[config.mk]
export PLATFORM = sky130hd
export DESIGN_NAME = load_store_unit_flat
export DESIGN_NICKNAME = d
export VERILOG_FILES = /design/src/rtl/lsu_pkg.sv /design/src/rtl/load_store_unit_if.sv /design/src/rtl/lsu_lane.sv /design/src/rtl/load_store_unit.sv /design/src/flat_wrapper.sv
export SDC_FILE = /design/constraint.sdc
export NUM_CORES = 1
export LEC_CHECK = 0
export ABC_CLOCK_PERIOD_IN_PS = 2800
export CELL_PAD_IN_SITES_DETAIL_PLACEMENT = 0
export CELL_PAD_IN_SITES_GLOBAL_PLACEMENT = 1
export CORE_AREA = 2 2 132 134
export DETAILED_ROUTE_END_ITERATION = 12
export DIE_AREA = 0 0 134 136
export PLACE_DENSITY_LB_ADDON = 0.25
export SYNTH_ARGS = -nofsm -noshare
export SYNTH_HDL_FRONTEND = slang
export SYNTH_SLANG_ARGS = --single-unit
export TNS_END_PERCENT = 30
[constraint.sdc]
create_clock -name clk_i -period 2.8 [get_ports clk_i]
set_input_delay 0.56 -clock clk_i [delete_from_list [all_inputs] [get_ports clk_i]]
set_output_delay 0.56 -clock clk_i [all_outputs]
set_load 0.05 [all_outputs]
[src/rtl/lsu_pkg.sv]
`default_nettype none
// ============================================================================
// lsu_pkg : size encodings, FSM state codes and alignment helper for the LSU
// Rev 1.0
// ============================================================================
package lsu_pkg;

    localparam logic [1:0] SZ_BYTE = 2'b00;
    localparam logic [1:0] SZ_HALF = 2'b01;
    localparam logic [1:0] SZ_WORD = 2'b10;

    typedef logic [2:0] lsu_state_t;

    localparam lsu_state_t ST_IDLE  = 3'd0;
    localparam lsu_state_t ST_RD    = 3'd1;
    localparam lsu_state_t ST_WR    = 3'd2;
    localparam lsu_state_t ST_FIN   = 3'd3;
    localparam lsu_state_t ST_FAULT = 3'd4;

    // Reserved size 2'b11 falls into the word branch on purpose.
    function automatic logic is_misaligned(input logic [1:0] size, input logic [1:0] off);
        case (size)
            SZ_BYTE: return 1'b0;
            SZ_HALF: return off[0];
            default: return (off != 2'b00);
        endcase
    endfunction

endpackage
`default_nettype wire

[src/rtl/load_store_unit_if.sv]
`default_nettype none
// ============================================================================
// load_store_unit_if : datapath-side request/response bus of the LSU
// Rev 1.0
// ============================================================================
interface load_store_unit_if #(
    parameter int ADDR_W = 12
);
    logic              req;
    logic              is_store;
    logic [1:0]        size;
    logic              sign_ext;
    logic [ADDR_W-1:0] addr;
    logic [31:0]       wdata;
    logic              busy;
    logic              done;
    logic              misaligned;
    logic [31:0]       rdata;

    modport master (
        output req, is_store, size, sign_ext, addr, wdata,
        input  busy, done, misaligned, rdata
    );

    modport slave (
        input  req, is_store, size, sign_ext, addr, wdata,
        output busy, done, misaligned, rdata
    );
endinterface
`default_nettype wire

[src/rtl/lsu_lane.sv]
`default_nettype none
// ============================================================================
// lsu_lane : big-endian sub-word extract/extend for loads, lane merge for stores
// Rev 1.0
// ============================================================================
module lsu_lane
    import lsu_pkg::*;
(
    input  wire logic [31:0] word_i,
    input  wire logic [1:0]  off_i,
    input  wire logic [1:0]  size_i,
    input  wire logic        sign_ext_i,
    input  wire logic [31:0] wdata_i,
    output logic      [31:0] load_o,
    output logic      [31:0] merge_o
);

    logic [7:0]  w_byte;
    logic [15:0] w_half;

    always_comb begin
        w_byte = 8'h00;
        case (off_i)
            2'd0:    w_byte = word_i[31:24];
            2'd1:    w_byte = word_i[23:16];
            2'd2:    w_byte = word_i[15:8];
            default: w_byte = word_i[7:0];
        endcase
        w_half = (off_i == 2'd0) ? word_i[31:16] : word_i[15:0];
    end

    always_comb begin
        load_o = word_i;
        case (size_i)
            SZ_BYTE: load_o = {{24{sign_ext_i & w_byte[7]}}, w_byte};
            SZ_HALF: load_o = {{16{sign_ext_i & w_half[15]}}, w_half};
            default: load_o = word_i;
        endcase
    end

    always_comb begin
        merge_o = word_i;
        case (size_i)
            SZ_BYTE: begin
                case (off_i)
                    2'd0:    merge_o[31:24] = wdata_i[7:0];
                    2'd1:    merge_o[23:16] = wdata_i[7:0];
                    2'd2:    merge_o[15:8]  = wdata_i[7:0];
                    default: merge_o[7:0]   = wdata_i[7:0];
                endcase
            end
            SZ_HALF: begin
                if (off_i == 2'd0) merge_o[31:16] = wdata_i[15:0];
                else               merge_o[15:0]  = wdata_i[15:0];
            end
            default: merge_o = wdata_i;
        endcase
    end

endmodule
`default_nettype wire

[src/rtl/load_store_unit.sv]
`default_nettype none
// ============================================================================
// load_store_unit : sub-word loads/stores over a word-wide big-endian memory;
//                   sub-word stores run as read-modify-write.  Rev 1.0
// ============================================================================
module load_store_unit
    import lsu_pkg::*;
#(
    parameter int ADDR_W = 12
) (
    input  wire logic              clk_i,
    input  wire logic              rst_ni,
    load_store_unit_if.slave       bus,
    output logic                   dm_cs_o,
    output logic                   dm_rd_o,
    output logic                   dm_wr_o,
    output logic [ADDR_W-1:0]      dm_addr_o,
    output logic [31:0]            dm_din_o,
    input  wire logic [31:0]       dm_dout_i
);

    lsu_state_t        state_q, state_d;
    logic              is_store_q;
    logic [1:0]        size_q;
    logic              sign_ext_q;
    logic [ADDR_W-1:0] addr_q;
    logic [31:0]       wdata_q;
    logic [31:0]       word_q;
    logic [31:0]       rdata_q;

    logic [31:0]       w_lane_word;
    logic [31:0]       w_load;
    logic [31:0]       w_merge;
    logic              w_accept;
    logic              w_subword;

    assign w_accept  = (state_q == ST_IDLE) && bus.req;
    assign w_subword = (bus.size == SZ_BYTE) || (bus.size == SZ_HALF);

    always_comb begin
        state_d = state_q;
        case (state_q)
            ST_IDLE: begin
                if (bus.req) begin
                    if (is_misaligned(bus.size, bus.addr[1:0])) state_d = ST_FAULT;
                    else if (!bus.is_store)                     state_d = ST_RD;
                    else if (w_subword)                         state_d = ST_RD;
                    else                                        state_d = ST_WR;
                end
            end
            ST_RD:    state_d = is_store_q ? ST_WR : ST_FIN;
            ST_WR:    state_d = ST_FIN;
            ST_FIN:   state_d = ST_IDLE;
            ST_FAULT: state_d = ST_IDLE;
            default:  state_d = ST_IDLE;
        endcase
    end

    always_ff @(posedge clk_i or negedge rst_ni) begin
        if (!rst_ni) begin
            state_q    <= ST_IDLE;
            is_store_q <= 1'b0;
            size_q     <= SZ_BYTE;
            sign_ext_q <= 1'b0;
            addr_q     <= '0;
            wdata_q    <= '0;
            word_q     <= '0;
            rdata_q    <= '0;
        end else begin
            state_q <= state_d;
            if (w_accept) begin
                is_store_q <= bus.is_store;
                size_q     <= bus.size;
                sign_ext_q <= bus.sign_ext;
                addr_q     <= bus.addr;
                wdata_q    <= bus.wdata;
            end
            if (state_q == ST_RD) begin
                word_q <= dm_dout_i;
                if (!is_store_q) rdata_q <= w_load;
            end
        end
    end

    // The load result is written on the RD->FIN edge, so it must come straight
    // from the memory bus; the merge in WR works on the captured word.
    assign w_lane_word = (state_q == ST_RD) ? dm_dout_i : word_q;

    lsu_lane u_lane (
        .word_i     (w_lane_word),
        .off_i      (addr_q[1:0]),
        .size_i     (size_q),
        .sign_ext_i (sign_ext_q),
        .wdata_i    (wdata_q),
        .load_o     (w_load),
        .merge_o    (w_merge)
    );

    assign dm_cs_o   = (state_q == ST_RD) || (state_q == ST_WR);
    assign dm_rd_o   = (state_q == ST_RD);
    assign dm_wr_o   = (state_q == ST_WR);
    assign dm_addr_o = dm_cs_o ? {addr_q[ADDR_W-1:2], 2'b00} : '0;
    assign dm_din_o  = dm_wr_o ? w_merge : 32'h0;

    assign bus.busy       = (state_q != ST_IDLE);
    assign bus.done       = (state_q == ST_FIN) || (state_q == ST_FAULT);
    assign bus.misaligned = (state_q == ST_FAULT);
    assign bus.rdata      = rdata_q;

endmodule
`default_nettype wire

[src/flat_wrapper.sv]
// flat-port wrapper written by rule: the top's interface ports become plain ports
module load_store_unit_flat import lsu_pkg::*;
#(
    parameter int ADDR_W = 12
)
  (clk_i, rst_ni, dm_cs_o, dm_rd_o, dm_wr_o, dm_addr_o, dm_din_o, dm_dout_i, bus_req, bus_is_store, bus_size, bus_sign_ext, bus_addr, bus_wdata, bus_busy, bus_done, bus_misaligned, bus_rdata);
  load_store_unit_if #(.ADDR_W(ADDR_W)) bus_i ();
  input  wire logic clk_i;
  input  wire logic rst_ni;
  output logic dm_cs_o;
  output logic dm_rd_o;
  output logic dm_wr_o;
  output logic [ADDR_W-1:0] dm_addr_o;
  output logic [31:0] dm_din_o;
  input  wire logic [31:0] dm_dout_i;
  input wire logic [$bits(bus_i.req)-1:0] bus_req;
  input wire logic [$bits(bus_i.is_store)-1:0] bus_is_store;
  input wire logic [$bits(bus_i.size)-1:0] bus_size;
  input wire logic [$bits(bus_i.sign_ext)-1:0] bus_sign_ext;
  input wire logic [$bits(bus_i.addr)-1:0] bus_addr;
  input wire logic [$bits(bus_i.wdata)-1:0] bus_wdata;
  output wire logic [$bits(bus_i.busy)-1:0] bus_busy;
  output wire logic [$bits(bus_i.done)-1:0] bus_done;
  output wire logic [$bits(bus_i.misaligned)-1:0] bus_misaligned;
  output wire logic [$bits(bus_i.rdata)-1:0] bus_rdata;
  assign bus_i.req = bus_req;
  assign bus_i.is_store = bus_is_store;
  assign bus_i.size = bus_size;
  assign bus_i.sign_ext = bus_sign_ext;
  assign bus_i.addr = bus_addr;
  assign bus_i.wdata = bus_wdata;
  assign bus_busy = bus_i.busy;
  assign bus_done = bus_i.done;
  assign bus_misaligned = bus_i.misaligned;
  assign bus_rdata = bus_i.rdata;
  load_store_unit #(.ADDR_W(ADDR_W)) u_core (.clk_i(clk_i), .rst_ni(rst_ni), .bus(bus_i), .dm_cs_o(dm_cs_o), .dm_rd_o(dm_rd_o), .dm_wr_o(dm_wr_o), .dm_addr_o(dm_addr_o), .dm_din_o(dm_din_o), .dm_dout_i(dm_dout_i));
endmodule
==> reports/results.tsv, run 1 <==
stage	metric	value	unit
status	status	finished, violations left	
status	failing checks	setup timing	
pwr	Pwr Density	1540	nW/µm²
routing	Vias per Instance	5.16	
yosys	Yosys cell types	42	
finish	most frequent cells in the layout	115 x clkdlybuf4s50_1, 113 x dfrtp_1, 70 x nor2_1	
pwr	VDD IR max	0.673	mV
worst_setup_path	crit path kind	register to output pin	
worst_setup_path	slowest CP cell	or3b_4	
clocking	H-Tree Depth	4	
worst_setup_path	reg-to-reg startpoint	u_core.state_q[1]$_DFFE_PN0P_	
worst_setup_path	critical path, cell by cell	or3b_4 -> buf_12 -> mux2_2 -> mux2_2 -> mux2i_1 -> nor2_1 -> buf_6	
routing	drt wl/cell	19.6	µm
placement	# port buffers	162	
placement	Post-Place Worst Slack	0.0150	ns
die	# rows	48	
die	Die Area	18200	µm²
finish	number of antenna repair diodes	0	
grt	antenna violations before repair	0	
placement	DP HPWL	13800	µm
routing	ANT nets after route	0	
yosys	ys flop type	dfrtp_1	
die	IO Pins	165	
clocking	CTS clock-pin slew for the worst setup and hold paths	0.06	ns
routing	DRT Pass-1 Iters	7	
yosys	largest area contributor in the netlist	dfrtp_1	
finish	layout cells sized above 1	31.5	%
worst_setup_path	most used cell, CP	mux2_2	
timing	Max Freq	330	MHz
yosys	syn avg cell area	10.3	µm²
die	Initial Util	34.5	%
yosys	register bit total from synthesis	115	
worst_setup_path	Arrival @ worst endpoint	2.47	ns
clocking	CTS Root Cell	clkbuf_16	
grt	largest net degree at the start of global routing	81	
worst_setup_path	worst-path maximum fanout	5	
timing	Hold WS	0.111	ns
yosys	Synth area leaders	dfrtp_1 49%, mux2_2 12%, nor2_1 4.7%	
die	die height	136	µm
placement	Placed Instances	936	
finish	fin nets	823	
yosys	Cell Area, Synth	5820	µm²
routing	via count	5051	
clocking	hold buffers post-CTS	0	
timing	Slew @ Worst Pin	0.647	ns
grt	global-route usage over all layers	21.3	%
grt	global route overflow	0	
timing	fin. max-slew vios	0	
worst_setup_path	CP max stage delay	0.48	ns
timing	Max-slew headroom	56.9	%
yosys	Async SR Flop Fraction	100	%
routing	drt drc	0	
yosys	EDFF count, synth	0	
run	Max-cap violations	0	
finish	Layout Cells excl Fill	978	
hold_path	Hold Path Class	input pin to async pin	
clocking	Clock Sink Count	115	
timing	RSZ-0062 raised after global routing	yes	
routing	drt first-iter violations	392	
die	core area	16900	µm²
yosys	register area share after synthesis	49.4	%
timing	fin worst setup slack	-0.230	ns
yosys	Mapped Cells	565	
timing	Tcrit/Tclk final	108	%
placement	GPL Wtd Cong	0.867	
timing	Fin Clk Skew	0.00719	ns
worst_setup_path	cell count of the worst reg-to-reg path	7	
grt	vias in the first global route	5039	
die	die width	134	µm
timing	Tmin final	3.03	ns
finish	P&R area growth vs syn	53.6	%
worst_setup_path	CP endpoint kind	output pin	
worst_setup_path	Critical R2R Capture	u_core.bus.rdata[12]$_DFFE_PN0P_	
routing	final WL	19100	µm
yosys	Synth warnings	0	
worst_setup_path	R2R setup slack	0.21	ns
timing	post-route setup TNS	-3.08	ns
worst_setup_path	CP startpoint kind	register	
finish	commonest non-fill, non-tap cell in the layout	clkdlybuf4s50_1	
worst_setup_path	critical path data required time	2.24	ns
clocking	Clock Tree Buf Depth	2	
timing	Setup Viol. Count Final	22	
clocking	worst-skew pair later-pin latency	0.42	ns
clocking	CTS Buf Count	17	
grt	first-pass GRT wire length	29200	µm
yosys	Yosys top cell area share	49.4	%
clocking	TritonCTS clock tree	done	
timing	Hold Vio Cnt, Final	0	
finish	fin util	53.0	%
pwr	Pleak	0.00379	µW
how the worst max path moves through the flow:
stage | from | end | slack (ns) | cells past startpoint
final | u_core.state_q[1]$_DFFE_PN0P_ | dm_din_o[20] | -0.23 | 7
after CTS | u_core.state_q[2]$_DFFE_PN0P_ | dm_din_o[19] | -0.19 | 7
after global placement | u_core.state_q[1]$_DFFE_PN0P_ | dm_din_o[29] | 0.16 | 7
after floorplan | u_core.state_q[1]$_DFFE_PN0P_ | dm_din_o[6] | -0.31 | 8
after detailed placement | u_core.state_q[0]$_DFFE_PN0P_ | dm_addr_o[9] | 0.01 | 6
after global routing | u_core.state_q[1]$_DFFE_PN0P_ | dm_din_o[21] | -0.30 | 7
state kept, by name, indices dropped and copies added, names as in the netlist:
signal	flops
u_core.sign_ext_q	1
u_core.state_q	3
u_core.wdata_q	32
u_core.is_store_q	1
u_core.size_q	2
u_core.addr_q	12
u_core.bus.rdata	32
u_core.word_q	32
repair_timing:
item | CTS | global route
pin swaps | 1 | 7
setup endpoints to repair | 43 | 33
gates resized for setup | 23 | 32
gates cloned | 1 | 2
buffers inserted | 3 | 4
layer usage:
layer / GRT usage (%) / wire length (µm) / vias to the layer above
li1: - / - / 2360
met1: 29.2 / 8580 / 2486
met2: 33.7 / 9140 / 187
met3: 5.70 / 1200 / 18
met4: 5.08 / 219 / 0
met5: 0 / 0 / -
Yosys cell counts, types with 9 or more instances:
| cell | count |
|---|---|
| dfrtp_1 | 115 |
| nor2_1 | 73 |
| mux2_2 | 61 |
| nand2_1 | 51 |
| a21oi_1 | 37 |
| clkbuf_1 | 29 |
| mux2i_1 | 26 |
| inv_1 | 21 |
| a211oi_1 | 17 |
| a31oi_1 | 16 |
| nor2b_1 | 13 |
| buf_2 | 11 |
| a221oi_2 | 10 |
| nor3_1 | 9 |
| o22a_1 | 9 |
power breakdown:
group	internal (µW)	switching, µW	leakage [µW]
sequential	2530	618	0.00134
clock	1440	786	0.000295
combinational	3410	4970	0.00216
worst max-delay path: cells and delay by family, from the launching register on:
| kind | cells | cell delay [ns] |
|---|---|---|
| mux | 3 | 0.76 |
| flops | 1 | 0.38 |
| buf+inv | 2 | 0.34 |
| simple gates | 2 | 0.57 |
through the flow:
stage	instance area (µm²)	total power [µW]
finish	8940	13800
global route	8940	14500
CTS	8710	13400
detailed placement	7960	10900
global placement	7960	10800
floorplan	5860	8110
cells by family (layout without fill, tap and decap cells):
| kind of cell | after synthesis | in the layout | synth area share, % |
|---|---|---|---|
| other cells | 1 | 2 | 0.0644 |
| buf+inv | 68 | 255 | 4.90 |
| flops | 115 | 115 | 49.4 |
| simple gates | 164 | 164 | 12.3 |
| mux | 88 | 88 | 16.7 |
| compound gates | 129 | 129 | 16.7 |
final cells by class:
type / count / area [µm²]
clock buffer: 19 / 453
clock inverter: 13 / 159
fill: 1482 / 7930
inverter: 23 / 87.6
multi-input combinational: 383 / 2900
sequential: 115 / 2880
tap: 225 / 282
timing repair buffer: 200 / 2180
No activity file was read; power rests on OpenSTA's default activity.
==> run 2: changes to the inputs <==
- ABC_CLOCK_PERIOD_IN_PS: 2800 -> default
- CTS_CLUSTER_DIAMETER: default -> 200
- GPL_TIMING_DRIVEN: default -> 0
==> reports/results.tsv, run 2 (same netlist as run 1, synthesis figures left out) <==
stage	metric	value	unit	change
worst_setup_path	reg-to-reg startpoint	u_core.state_q[2]$_DFFE_PN0P_		
timing	fin. max-slew vios	0		unchanged
finish	layout cells sized above 1	31.6	%	+0.091 points
worst_setup_path	CP endpoint kind	output pin		
finish	most frequent cells in the layout	115 x dfrtp_1, 113 x clkdlybuf4s50_1, 68 x nor2_1		
status	failing checks	setup timing		
timing	Max-slew headroom	47.3	%	-9.5 points
placement	# port buffers	162		unchanged
clocking	Clock Tree Buf Depth	2		unchanged
clocking	CTS Buf Count	17		unchanged
routing	final WL	19600	µm	+2.6%
finish	area of the multi-input gates	3060	µm²	+5.7%
grt	global-route usage over all layers	22.0	%	+0.72 points
routing	ANT nets after route	0		unchanged
die	die height	136	µm	unchanged
timing	Tmin final	3.05	ns	+0.0202 ns
routing	via count	5159		+2.1%
grt	vias in the first global route	5299		+5.2%
status	status	finished, violations left		
timing	fin worst setup slack	-0.251	ns	-0.0202 ns
placement	Post-Place Worst Slack	-0.969	ns	-0.984 ns
timing	Hold WS	0.114	ns	+0.00332 ns
placement	DP HPWL	14700	µm	+6.4%
timing	Slew @ Worst Pin	0.790	ns	+0.143 ns
timing	Max Freq	328	MHz	-0.66%
worst_setup_path	Arrival @ worst endpoint	2.49	ns	+0.02 ns
timing	Tcrit/Tclk final	109	%	+0.72 points
clocking	hold buffers post-CTS	0		unchanged
pwr	Pleak	0.00380	µW	+0.16%
timing	Hold Vio Cnt, Final	0		unchanged
worst_setup_path	crit path kind	register to output pin		
worst_setup_path	Worst Setup SP	u_core.state_q[2]$_DFFE_PN0P_		
clocking	CTS Root Cell	clkbuf_16		
run	Max-cap violations	0		unchanged
timing	Setup Viol. Count Final	30		+36%
clocking	worst-skew pair later-pin latency	0.42	ns	about the same
routing	Vias per Instance	5.17		about the same
worst_setup_path	critical path data required time	2.24	ns	about the same
hold_path	Hold Path Class	input pin to async pin		
finish	fin nets	843		+2.4%
grt	first-pass GRT wire length	30100	µm	+3.1%
die	Initial Util	34.5	%	unchanged
finish	register area	2880	µm²	-0.17%
grt	antenna violations before repair	0		unchanged
routing	DRT Pass-1 Iters	5		-2
finish	number of antenna repair diodes	0		unchanged
grt	largest net degree at the start of global routing	60		-26%
clocking	TritonCTS clock tree	done		
clocking	H-Tree Depth	4		unchanged
finish	P&R area growth vs syn	54.9	%	
finish	fillers	1471		-0.74%
pwr	VDD IR max	0.732	mV	+8.7%
die	core area	16900	µm²	unchanged
worst_setup_path	CP startpoint kind	register		
pwr	Final Power	13900	µW	+1.2%
finish	commonest non-fill, non-tap cell in the layout	dfrtp_1		
pwr	Pwr Density	1540	nW/µm²	+0.33%
grt	global route overflow	0		unchanged
die	IO Pins	165		unchanged
clocking	CTS clock-pin slew for the worst setup and hold paths	0.05	ns	about the same
routing	drt wl/cell	19.7	µm	+0.56%
placement	GPL Wtd Cong	0.877		+1.2%
worst_setup_path	worst-path maximum fanout	7		+2
timing	RSZ-0062 raised after global routing	yes		
die	# rows	48		unchanged
die	die width	134	µm	unchanged
routing	drt drc	0		unchanged
die	Die Area	18200	µm²	unchanged
timing	Fin Clk Skew	0.00667	ns	-0.000520 ns
clocking	Clock Sink Count	115		unchanged
routing	drt first-iter violations	334		-15%
-- run 2: layout make-up --
| class | count | area share, % |
|---|---|---|
| Multi-Input combinational cell | 383 | 34.0 |
| Buffer | 39 | 2.69 |
| Clock buffer | 22 | 5.15 |
| Sequential cell | 115 | 31.9 |
| Clock inverter | 10 | 1.72 |
| Timing Repair Buffer | 181 | 20.4 |
| Tap cell | 225 | 3.12 |
| Inverter | 23 | 1.04 |
-- run 2: what timing repair did --
item,4_1_cts,5_1_grt
endpoints found under the setup margin,45,43
buffers inserted,15,2
resized for setup,337,70
pin swaps,12,12
cloned,1,0
-- run 2: power breakdown --
| group | internal, µW | switching, µW | total, µW |
|---|---|---|---|
| clock network | 1530 | 756 | 2280 |
| registers | 2520 | 633 | 3160 |
| logic | 3330 | 5140 | 8470 |
-- run 2: path summary, 6_finish.rpt --
check	to	slack [ns]	cells past startpoint
setup / recovery	dm_din_o[17]	-0.25	8
min in group clk_i	u_core.word_q[0]$_DFF_PN0_	0.48	2
setup reg to reg	u_core.bus.rdata[25]$_DFFE_PN0P_	0.15	9
hold reg to reg	u_core.word_q[0]$_DFF_PN0_	0.48	2
hold / removal	u_core.bus.rdata[24]$_DFFE_PN0P_	0.11	1
max in group asynchronous	u_core.wdata_q[1]$_DFFE_PN0P_	2.00	2
-- run 2: stage by stage --
stage | instances | setup TNS (ns) | util, % | instance area (µm²)
final | 998 | -4.72 | 53.4 | 9020
after detailed placement | 954 | -25.30 | 46.2 | 7790
after global routing | 998 | -7.88 | 53.4 | 9020
after floorplan | 566 | -3.71 | - | 5860
after CTS | 997 | -6.37 | 52.5 | 8860
after global placement | 953 | -397.69 | 46.0 | 7760
-- run 2: critical path: stages, from the launching register on --
cell     delay (ns)
dfrtp_1        0.37
or3b_4         0.41
buf_8          0.16
buf_12         0.14
mux2_2         0.33
mux2_2         0.29
mux2i_1        0.12
nor2_1         0.07
buf_6          0.18
-- run 2: layer usage --
| layer | wire length, µm | share of wire (%) | vias up | track usage [%] |
|---|---|---|---|---|
| met5 | 0 | 0 | - | 0 |
| met1 | 8790 | 45 | 2552 | 28.9 |
| met2 | 9450 | 48 | 174 | 35.8 |
| li1 | - | - | 2401 | - |
| met4 | 437 | 2.2 | 0 | 8.92 |
| met3 | 973 | 5.0 | 32 | 4.40 |
